**config.mk**
```make
export PLATFORM = sky130hd
export DESIGN_NAME = instruction_fetch_flat
export DESIGN_NICKNAME = d
export VERILOG_FILES = /design/src/rtl/instruction_fetch_if.sv /design/src/rtl/instruction_fetch.sv /design/src/flat_wrapper.sv
export SDC_FILE = /design/constraint.sdc
export NUM_CORES = 1
export LEC_CHECK = 0
export CELL_PAD_IN_SITES_DETAIL_PLACEMENT = 1
export CELL_PAD_IN_SITES_GLOBAL_PLACEMENT = 1
export CORE_ASPECT_RATIO = 1.1
export CORE_MARGIN = 5
export CORE_UTILIZATION = 50
export CTS_CLUSTER_DIAMETER = 100
export DETAILED_ROUTE_END_ITERATION = 10
export DONT_BUFFER_PORTS = 1
export MAX_ROUTING_LAYER = met4
export PLACE_DENSITY_LB_ADDON = 0.1
export SLEW_MARGIN = 25
export SYNTH_ARGS = -nofsm -noshare
export SYNTH_HDL_FRONTEND = slang
export SYNTH_SLANG_ARGS = --single-unit
```
**constraint.sdc**
```tcl
create_clock -name clk -period 8.4 [get_ports clk]
set_input_delay 2.1 -clock clk [delete_from_list [all_inputs] [get_ports clk]]
set_output_delay 2.1 -clock clk [all_outputs]
set_load 0.01 [all_outputs]
```
**src/rtl/instruction_fetch_if.sv**
```systemverilog
// Instruction-memory request/response bus between the fetch stage (master)
// and instruction memory (slave). The response is expected one cycle after
// an accepted request.
interface instruction_fetch_if;
  logic        req_valid;
  logic        req_ready;
  logic [31:0] req_addr;
  logic        resp_valid;
  logic [31:0] resp_data;

  modport master (
    output req_valid,
    output req_addr,
    input  req_ready,
    input  resp_valid,
    input  resp_data
  );

  modport slave (
    input  req_valid,
    input  req_addr,
    output req_ready,
    output resp_valid,
    output resp_data
  );
endinterface

```
**src/rtl/instruction_fetch.sv**
```systemverilog
// Fetch stage of the RV32I pipeline. Owns the program counter, issues
// word requests to instruction memory and buffers returned words in a
// 2-entry queue whose head is presented to decode. Requests are throttled
// so the single in-flight response always has a free queue slot.
module instruction_fetch #(
  parameter logic [31:0] RESET_PC = 32'h0000_0000,
  parameter logic [31:0] NOP_INSN = 32'h0000_0013
) (
  input  logic                       clk,
  input  logic                       rst,
  instruction_fetch_if.master        imem,
  input  logic                       redirect_valid,
  input  logic [31:0]                redirect_pc,
  input  logic                       stall,
  output logic                       if_valid,
  output logic [31:0]                if_pc,
  output logic [31:0]                if_pc_plus4,
  output logic [31:0]                if_instruction
);

  logic [31:0] pc_r;
  logic [31:0] req_pc_r;
  logic        inflight_r;
  logic [31:0] q_pc_r   [2];
  logic [31:0] q_insn_r [2];
  logic [1:0]  count_r;

  logic        if_valid_s;
  logic        pop_s;
  logic        push_s;
  logic        req_valid_s;
  logic        accept_s;
  logic [2:0]  occupancy_s;

  // Handshake decode: pop/push strobes and the projected-occupancy request gate.
  always_comb begin
    if_valid_s  = (count_r != 2'd0) && !rst;
    pop_s       = if_valid_s && !stall;
    // Slots that will be occupied once the in-flight word lands and this
    // cycle's pop retires; a new request needs one more free slot.
    occupancy_s = {1'b0, count_r} + {2'b00, inflight_r} - {2'b00, pop_s};
    req_valid_s = !rst && !redirect_valid && (occupancy_s < 3'd2);
    accept_s    = req_valid_s && imem.req_ready;
    // A response without a matching accepted request is ignored; redirect drops it.
    push_s      = inflight_r && imem.resp_valid && !redirect_valid;
  end

  // PC, in-flight tracking and the 2-entry fetch queue (head at index 0).
  always_ff @(posedge clk) begin
    if (rst) begin
      pc_r        <= RESET_PC;
      req_pc_r    <= 32'h0000_0000;
      inflight_r  <= 1'b0;
      count_r     <= 2'd0;
      q_pc_r[0]   <= 32'h0000_0000;
      q_pc_r[1]   <= 32'h0000_0000;
      q_insn_r[0] <= 32'h0000_0000;
      q_insn_r[1] <= 32'h0000_0000;
    end else if (redirect_valid) begin
      pc_r       <= redirect_pc & 32'hFFFF_FFFC;
      inflight_r <= 1'b0;
      count_r    <= 2'd0;
    end else begin
      if (accept_s) begin
        pc_r       <= pc_r + 32'd4;
        req_pc_r   <= pc_r;
        inflight_r <= 1'b1;
      end else begin
        inflight_r <= 1'b0;
      end

      case ({push_s, pop_s})
        2'b10: begin
          if (count_r == 2'd0) begin
            q_pc_r[0]   <= req_pc_r;
            q_insn_r[0] <= imem.resp_data;
            count_r     <= 2'd1;
          end else if (count_r == 2'd1) begin
            q_pc_r[1]   <= req_pc_r;
            q_insn_r[1] <= imem.resp_data;
            count_r     <= 2'd2;
          end else begin
            count_r     <= count_r;
          end
        end
        2'b01: begin
          q_pc_r[0]   <= q_pc_r[1];
          q_insn_r[0] <= q_insn_r[1];
          count_r     <= count_r - 2'd1;
        end
        2'b11: begin
          // Simultaneous push and pop: count is unchanged, order preserved.
          if (count_r == 2'd1) begin
            q_pc_r[0]   <= req_pc_r;
            q_insn_r[0] <= imem.resp_data;
          end else begin
            q_pc_r[0]   <= q_pc_r[1];
            q_insn_r[0] <= q_insn_r[1];
            q_pc_r[1]   <= req_pc_r;
            q_insn_r[1] <= imem.resp_data;
          end
        end
        default: begin
          count_r <= count_r;
        end
      endcase
    end
  end

  // Drive the memory request and the decode-facing head of the queue.
  always_comb begin
    imem.req_valid = req_valid_s;
    imem.req_addr  = pc_r;
    if_valid       = if_valid_s;
    if (rst) begin
      if_pc = 32'h0000_0000;
    end else begin
      if_pc = q_pc_r[0];
    end
    if_pc_plus4 = if_pc + 32'd4;
    if (if_valid_s) begin
      if_instruction = q_insn_r[0];
    end else begin
      if_instruction = NOP_INSN;
    end
  end

endmodule
```
**src/flat_wrapper.sv**
```systemverilog
// flat-port wrapper written by rule: the top's interface ports become plain ports
module instruction_fetch_flat 
#(
  parameter logic [31:0] RESET_PC = 32'h0000_0000,
  parameter logic [31:0] NOP_INSN = 32'h0000_0013
)
  (clk, rst, redirect_valid, redirect_pc, stall, if_valid, if_pc, if_pc_plus4, if_instruction, imem_req_valid, imem_req_addr, imem_req_ready, imem_resp_valid, imem_resp_data);
  instruction_fetch_if imem_i ();
  input  logic clk;
  input  logic rst;
  input  logic redirect_valid;
  input  logic [31:0] redirect_pc;
  input  logic stall;
  output logic if_valid;
  output logic [31:0] if_pc;
  output logic [31:0] if_pc_plus4;
  output logic [31:0] if_instruction;
  output wire logic [$bits(imem_i.req_valid)-1:0] imem_req_valid;
  output wire logic [$bits(imem_i.req_addr)-1:0] imem_req_addr;
  input wire logic [$bits(imem_i.req_ready)-1:0] imem_req_ready;
  input wire logic [$bits(imem_i.resp_valid)-1:0] imem_resp_valid;
  input wire logic [$bits(imem_i.resp_data)-1:0] imem_resp_data;
  assign imem_req_valid = imem_i.req_valid;
  assign imem_req_addr = imem_i.req_addr;
  assign imem_i.req_ready = imem_req_ready;
  assign imem_i.resp_valid = imem_resp_valid;
  assign imem_i.resp_data = imem_resp_data;
  instruction_fetch #(.RESET_PC(RESET_PC), .NOP_INSN(NOP_INSN)) u_core (.clk(clk), .rst(rst), .imem(imem_i), .redirect_valid(redirect_valid), .redirect_pc(redirect_pc), .stall(stall), .if_valid(if_valid), .if_pc(if_pc), .if_pc_plus4(if_pc_plus4), .if_instruction(if_instruction));
endmodule
```
==> insert_results.sql, run 1 <==
INSERT INTO impl_metrics (metric_group, metric, value, unit) VALUES
('critical_path', 'reg2regPathDepth', '13', ''),
('sta', 'post-route-worst-setup-slack', '2.19', 'ns'),
('critical_path', 'reg2reg_slack', '3.62', 'ns'),
('clock_network', 'ctsLongestPathBuffers', '2', ''),
('status', 'outcome', 'completed', ''),
('routing', 'vias_after_detailed_routing', '6182', ''),
('clock_network', 'post_cts_hold_buffer_count', '0', ''),
('yosys', 'synth_common_cells', 'edfxtp_1, and2_1, nand2_1', ''),
('grt', 'grt_pass1_wl', '35400', 'um'),
('sta', 'final_setup_violating_endpoints', '0', ''),
('yosys', 'yosysWarnings', '0', ''),
('critical_path', 'worstPathArrival', '4.11', 'ns'),
('routing', 'detail_route.drc_violations', '0', ''),
('clock_network', 'clock_tree.htree_level_count', '4', ''),
('cells_and_area', 'final_design_utilization', '53.6', '%'),
('worst_hold_path', 'hold-path-endpoint', 'u_core.req_pc_r[28]', ''),
('clock_network', 'clk_root_buffer_cell', 'clkbuf_16', ''),
('worst_hold_path', 'hold_path_startpoint', 'u_core.req_pc_r[28]', ''),
('clock_network', 'tritoncts_num_sinks', '187', ''),
('grt', 'grt_max_degree', '107', ''),
('worst_hold_path', 'hp-class', 'reg -> reg', ''),
('grt', 'number_of_global_route_vias_before_repair', '6483', ''),
('cells_and_area', 'instances_no_fill', '1066', ''),
('routing', 'postRouteAntennaNets', '0', ''),
('sta', 'achievable-frequency', '0.161', 'GHz'),
('sta', 'worst_pin_slew', '0.879', 'ns'),
('critical_path', 'slowest_delay', '0.47', 'ns'),
('critical_path', 'crit_path_top_delay_cell', 'nor3b_1', ''),
('yosys', 'register_bit_total_from_synthesis', '187', ''),
('yosys', 'netlist-cell-type-count', '59', ''),
('floorplanning', 'die-height', '152', 'um'),
('yosys', 'async_reset_ff_share', '0', '%'),
('floorplanning', 'die_w', '139', 'um'),
('sta', 'finalSetupTns', '0', 'ns'),
('sta', 'max-slew-margin-rel', '41.3', '%'),
('place', 'placedCellCount', '1034', ''),
('place', 'place.port_buffers', '0', ''),
('grt', 'globalRouteMet1Util', '27.3', '%'),
('critical_path', 'timing.critical_path.cells', 'nor3_1, ha_1, nand2b_1, fa_1, xor2_1, nor3b_1', ''),
('floorplanning', 'floorplan.initialDensity', '50.3', '%'),
('critical_path', 'start_kind', 'input pin', ''),
('power', 'max_rail_drop_vdd', '116', 'uV'),
('critical_path', 'crit-reg2reg-launch', 'u_core.count_r[0]', ''),
('floorplanning', 'core_region_area', '18200', 'um2'),
('place', 'post-dp-hpwl', '14800', 'um'),
('clock_network', 'path_clk_slew', '0.07', 'ns'),
('cells_and_area', 'final_nets', '889', ''),
('floorplanning', 'die_area', '21100', 'um2'),
('critical_path', 'maximum_net_fanout_on_the_critical_path', '106', ''),
('floorplanning', 'pin_count', '200', ''),
('sta', 'finClkSkew', '0.00825', 'ns'),
('critical_path', 'worstPathBufferInverterCount', '0', ''),
('yosys', 'synth.most_common_cell', 'edfxtp_1', ''),
('grt', 'met3_global_route_usage', '5.31', '%'),
('routing', 'finalWirelength', '21400', 'um'),
('grt', 'gr-max-usage-layer', 'met2', ''),
('sta', 'final.min_clock_period', '6.21', 'ns'),
('yosys', 'synthesized_area_per_cell', '10.9', 'um2'),
('grt', 'total_routing_usage_gr', '20.9', '%'),
('yosys', 'post-synth-top-area-cell', 'edfxtp_1', ''),
('clock_network', 'post-cts-setup-buffers', '0', ''),
('clock_network', 'insertion_delay', '0.43', 'ns'),
('grt', 'globalRouteOverflowTotal', '0', ''),
('run', 'drv.max_cap_violation_count', '0', ''),
('yosys', 'synth-seq-area-share', '54.4', '%'),
('critical_path', 'critPathRequiredTime', '6.30', 'ns'),
('grt', 'grtUsageMet2', '32.6', '%'),
('cells_and_area', 'n_fill_cell', '1956', ''),
('floorplanning', 'floorplan.rows', '52', ''),
('critical_path', 'criticalPathCategory', 'in -> out', ''),
('sta', 'fin_crit_sh', '74.0', '%');
==> how the worst max path moves through the flow <==
| stage | endpoint | slack (ns) | cells after the start | start |
|---|---|---|---|---|
| floorplan | u_core.q_insn_r[0][32] | 1.46 | 8 | rst |
| global placement | imem_req_valid | 2.31 | 6 | rst |
| detailed placement | imem_req_valid | 2.25 | 6 | rst |
| CTS | imem_req_valid | 2.25 | 6 | rst |
| global route | imem_req_valid | 2.09 | 6 | rst |
| finish | imem_req_valid | 2.19 | 6 | rst |
==> cell usage in the layout (no fill, tap or decap), drive strengths merged, types with 8 or more instances in the layout <==
cell | synthesis | layout
a21oi | 52 | 52
a22o | 62 | 62
a22oi | 13 | 13
and2 | 99 | 99
and3 | 8 | 8
buf | 31 | 8
clkbuf | 32 | 18
dfxtp | 63 | 63
edfxtp | 124 | 124
ha | 8 | 8
inv | 17 | 22
nand2 | 88 | 88
nand3 | 16 | 16
nand4 | 20 | 20
nor2 | 40 | 40
nor2b | 37 | 37
nor4 | 8 | 8
o21ai | 9 | 9
o22ai | 14 | 14
xnor2 | 19 | 19
xor2 | 31 | 31
==> sequential cells by signal (all words and copies together), names as in the netlist <==
register              cells
u_core.count_r            2
u_core.imem.req_addr     30
u_core.inflight_r         1
u_core.q_insn_r          64
u_core.q_pc_r            60
u_core.req_pc_r          30
==> power breakdown <==
part / switching (W) / total, W / internal (W) / leakage, nW
registers: 0.0000374 / 0.00105 / 0.00101 / 1.80
clock network: 0.000361 / 0.000776 / 0.000415 / 0.269
logic: 0.0000521 / 0.0000810 / 0.0000289 / 1.44
==> layer usage <==
metal | share of wire [%] | vias up
met3 | 6.4 | 22
met2 | 48 | 169
met1 | 45 | 3075
met4 | 1.3 | 0
met5 | 0 | -
li1 | - | 2916
==> stage by stage <==
| stage | area [um2] | hold slack, ns |
|---|---|---|
| 6_report | 9760 | 0.479 |
| 5_1_grt | 9760 | 0.507 |
| 4_1_cts | 9750 | 0.476 |
| 3_5_place_dp | 9190 | 0.467 |
| 3_3_place_gp | 9190 | 0.453 |
| 2_1_floorplan | 9180 | 0.442 |
==> cells by family (layout without fill, tap and decap cells) <==
group | count (synthesis) | after routing | synth area share (%)
multiplexers | 4 | 4 | 0.451
buffers and inverters | 80 | 57 | 4.97
other | 1 | 6 | 0.0409
adder cells (fa/ha/maj) | 9 | 9 | 1.31
flip-flops | 187 | 187 | 54.4
XOR/XNOR | 50 | 50 | 4.78
AND/OR/NAND/NOR | 344 | 344 | 21.3
AO/OA/AOI/OAI | 166 | 166 | 12.7
==> worst register-to-register path, stage by stage, from the launching register on <==
cell	delay (ns)
dfxtp_1	0.41
inv_1	0.10
ha_1	0.34
nor3_1	0.48
ha_1	0.32
nand2b_1	0.15
fa_1	0.38
xor2_1	0.25
or2_2	0.16
buf_4	0.58
inv_2	0.53
nor2_1	0.63
o21ai_1	0.18
a21oi_1	0.19
==> layout make-up <==
cell class	instances	area (um2)	share of cell area, %
flip-flops and latches	187	4980	51.1
clock inverters	14	136	1.40
well taps	243	304	3.11
clock buffers	18	429	4.40
repair buffers	8	60.1	0.615
inverters	17	63.8	0.654
multi-input cells	579	3780	38.8
Note: power is estimated with default switching activity, not from simulation.
==> run 2, diff against run 1 <==
==> constraint.sdc (replaced) <==
create_clock -name clk -period 5.9 [get_ports clk]
set_input_delay 1.475 -clock clk [delete_from_list [all_inputs] [get_ports clk]]
set_output_delay 1.475 -clock clk [all_outputs]
set_load 0.01 [all_outputs]
==> run 2 against run 1 <==
Clock skew grew 0.0025 ns. Cell area is essentially flat. Highest routed layer unchanged. Power grew 41%. Critical path type unchanged. Via count shrank 1.8%. Sequential power rose by 43%. Die area unchanged. Hold slack worse by 0.0052 ns. Wire length up 0.38%.
==> insert_results.sql, run 2 (synthesis gave the netlist of run 1 again) <==
INSERT INTO impl_metrics (metric_group, metric, value, unit) VALUES
('sta', 'max-slew-margin-rel', '45.1', '%'),
('critical_path', 'criticalPathCategory', 'in -> out', ''),
('grt', 'number_of_global_route_vias_before_repair', '6514', ''),
('clock_network', 'cts_inserted_buffers', '17', ''),
('cells_and_area', 'largestRegisters', 'u_core.q_insn_r (64), u_core.q_pc_r (60)', ''),
('critical_path', 'start_kind', 'input pin', ''),
('power', 'max_rail_drop_vdd', '194', 'uV'),
('cells_and_area', 'final_nets', '890', ''),
('run', 'drv.max_cap_violation_count', '0', ''),
('clock_network', 'insertion_delay', '0.43', 'ns'),
('cells_and_area', 'layout_common_cells', 'edfxtp_1, and2_1, nand2_1', ''),
('clock_network', 'tritoncts_clock_tree', 'yes', ''),
('sta', 'grt_setup_unrepaired', 'false', ''),
('routing', 'met3_wire_len', '1360', 'um'),
('cells_and_area', 'largest_reg_flops', '64', ''),
('critical_path', 'crit_path_top_delay_cell', 'nor3_1', ''),
('routing', 'drt-met1-wl', '9640', 'um'),
('clock_network', 'ctsLongestPathBuffers', '2', ''),
('clock_network', 'post_cts_hold_buffer_count', '0', ''),
('power', 'p_leak', '3.49', 'nW'),
('floorplanning', 'die-height', '152', 'um'),
('cells_and_area', 'n_fill_cell', '1952', ''),
('sta', 'fin_crit_sh', '84.8', '%'),
('critical_path', 'crit_path_end_kind', 'output port', ''),
('cells_and_area', 'area.growth.synth_to_final', '6.60', '%'),
('power', 'final_total_pwr', '0.00268', 'W'),
('sta', 'finalSetupTns', '0', 'ns'),
('clock_network', 'post-cts-setup-buffers', '0', ''),
('cells_and_area', 'largest_register', 'u_core.q_insn_r', ''),
('sta', 'final.min_clock_period', '5.00', 'ns'),
('grt', 'antenna_found_initial', '0', ''),
('cells_and_area', 'diodes', '0', ''),
('critical_path', 'worstPathBufferInverterCount', '0', ''),
('sta', 'final_setup_violating_endpoints', '0', ''),
('critical_path', 'slowest_delay', '0.48', 'ns'),
('power', 'power-per-cell-area', '275', 'nW/um2'),
('routing', 'detail_route.drc_violations', '0', ''),
('sta', 'achievable-frequency', '0.200', 'GHz'),
('critical_path', 'critPathRequiredTime', '4.43', 'ns'),
('routing', 'drt_pass1_iterations', '4', ''),
('sta', 'finClkSkew', '0.0108', 'ns'),
('floorplanning', 'floorplan.initialDensity', '50.3', '%'),
('grt', 'grt_pass1_wl', '35200', 'um'),
('sta', 'finalMaxSlewViolations', '0', ''),
('routing', 'wl_per_cell', '20.1', 'um'),
('place', 'place.port_buffers', '0', ''),
('cells_and_area', 'layout_commonest_cell', 'edfxtp_1', ''),
('critical_path', 'timing.critical_path.cells', 'nor3_1, ha_1, nand2b_1, fa_1, xor2_1, nor3b_1', ''),
('grt', 'globalRouteOverflowTotal', '0', ''),
('floorplanning', 'pin_count', '200', ''),
('worst_hold_path', 'hp-class', 'reg -> reg', ''),
('sta', 'worst_pin_slew', '0.824', 'ns'),
('critical_path', 'worstPathArrival', '3.53', 'ns'),
('routing', 'first_iter_violations', '419', ''),
('floorplanning', 'floorplan.rows', '52', ''),
('floorplanning', 'die_w', '139', 'um'),
('clock_network', 'clk_root_buffer_cell', 'clkbuf_16', ''),
('critical_path', 'path_delay_family', 'simple AND/OR/NAND/NOR gates', ''),
('clock_network', 'clock_tree.htree_level_count', '4', ''),
('cells_and_area', 'final_design_utilization', '53.6', '%'),
('floorplanning', 'die_area', '21100', 'um2'),
('critical_path', 'maximum_net_fanout_on_the_critical_path', '106', ''),
('clock_network', 'postCtsResizedCells', '0', ''),
('routing', 'met2_wire_length', '10200', 'um'),
('routing', 'finalWirelength', '21500', 'um'),
('floorplanning', 'core_region_area', '18200', 'um2'),
('clock_network', 'tritoncts_num_sinks', '187', ''),
('grt', 'total_routing_usage_gr', '20.8', '%'),
('routing', 'vias_per_cell', '5.69', ''),
('status', 'outcome', 'completed', ''),
('cells_and_area', 'postLayoutCellArea', '9770', 'um2'),
('place', 'post-dp-hpwl', '14800', 'um'),
('sta', 'hold_viol_final', '0', ''),
('routing', 'postRouteAntennaNets', '0', ''),
('routing', 'routed.top_layer', 'met4', ''),
('cells_and_area', 'layout-drive-gt1-share', '7.52', '%'),
('place', 'placedInstanceArea', '9200', 'um2'),
('grt', 'grt_max_degree', '107', ''),
('clock_network', 'path_clk_slew', '0.06', 'ns'),
('routing', 'vias_after_detailed_routing', '6070', ''),
('place', 'finalWeightedCongestion', '0.814', '');
-- run 2: where the power goes --
part | switching [W] | internal, W
clock | 0.000489 | 0.000583
sequential | 0.0000528 | 0.00144
combinational | 0.0000743 | 0.0000413
total | 0.000616 | 0.00207
-- run 2: through the flow --
stage,setup slack (ns),hold slack (ns),std cells
after global placement,1.04,0.457,1034
after floorplan,0.717,0.442,846
after detailed placement,0.931,0.462,1035
final,0.898,0.474,1067
after CTS,0.921,0.471,1067
after global routing,0.767,0.494,1067
-- run 2: path summary, 6_finish.rpt --
check,slack (ns),to,cells after the start,startpoint
min,0.47,u_core.req_pc_r[15],2,u_core.req_pc_r[15]
max reg2reg,1.74,u_core.imem.req_addr[11],12,u_core.count_r[1]
min reg2reg,0.47,u_core.req_pc_r[15],2,u_core.req_pc_r[15]
max,0.90,imem_req_valid,6,rst
-- run 2: area by class of cell --
type                            instances  area (um2)  share of cell area, %
Multi-Input combinational cell        579        3780                   38.8
Timing Repair Buffer                    9        75.1                  0.769
Sequential cell                       187        4980                   51.0
Tap cell                              243         304                   3.11
Clock buffer                           19         433                   4.43
Clock inverter                         13         120                   1.23
Inverter                               17        63.8                  0.653
-- run 2: worst min-delay path: stages (launching register included) --
cell and delay, ns:
dfxtp_1 0.32, nand2_1 0.06, a21oi_1 0.05
-- run 2: routing by layer --
metal  track usage [%]  vias up
li1                  -     2917
met5                 -        -
met1              27.3     2981
met3              5.34       15
met2              32.4      157
met4              5.73        0
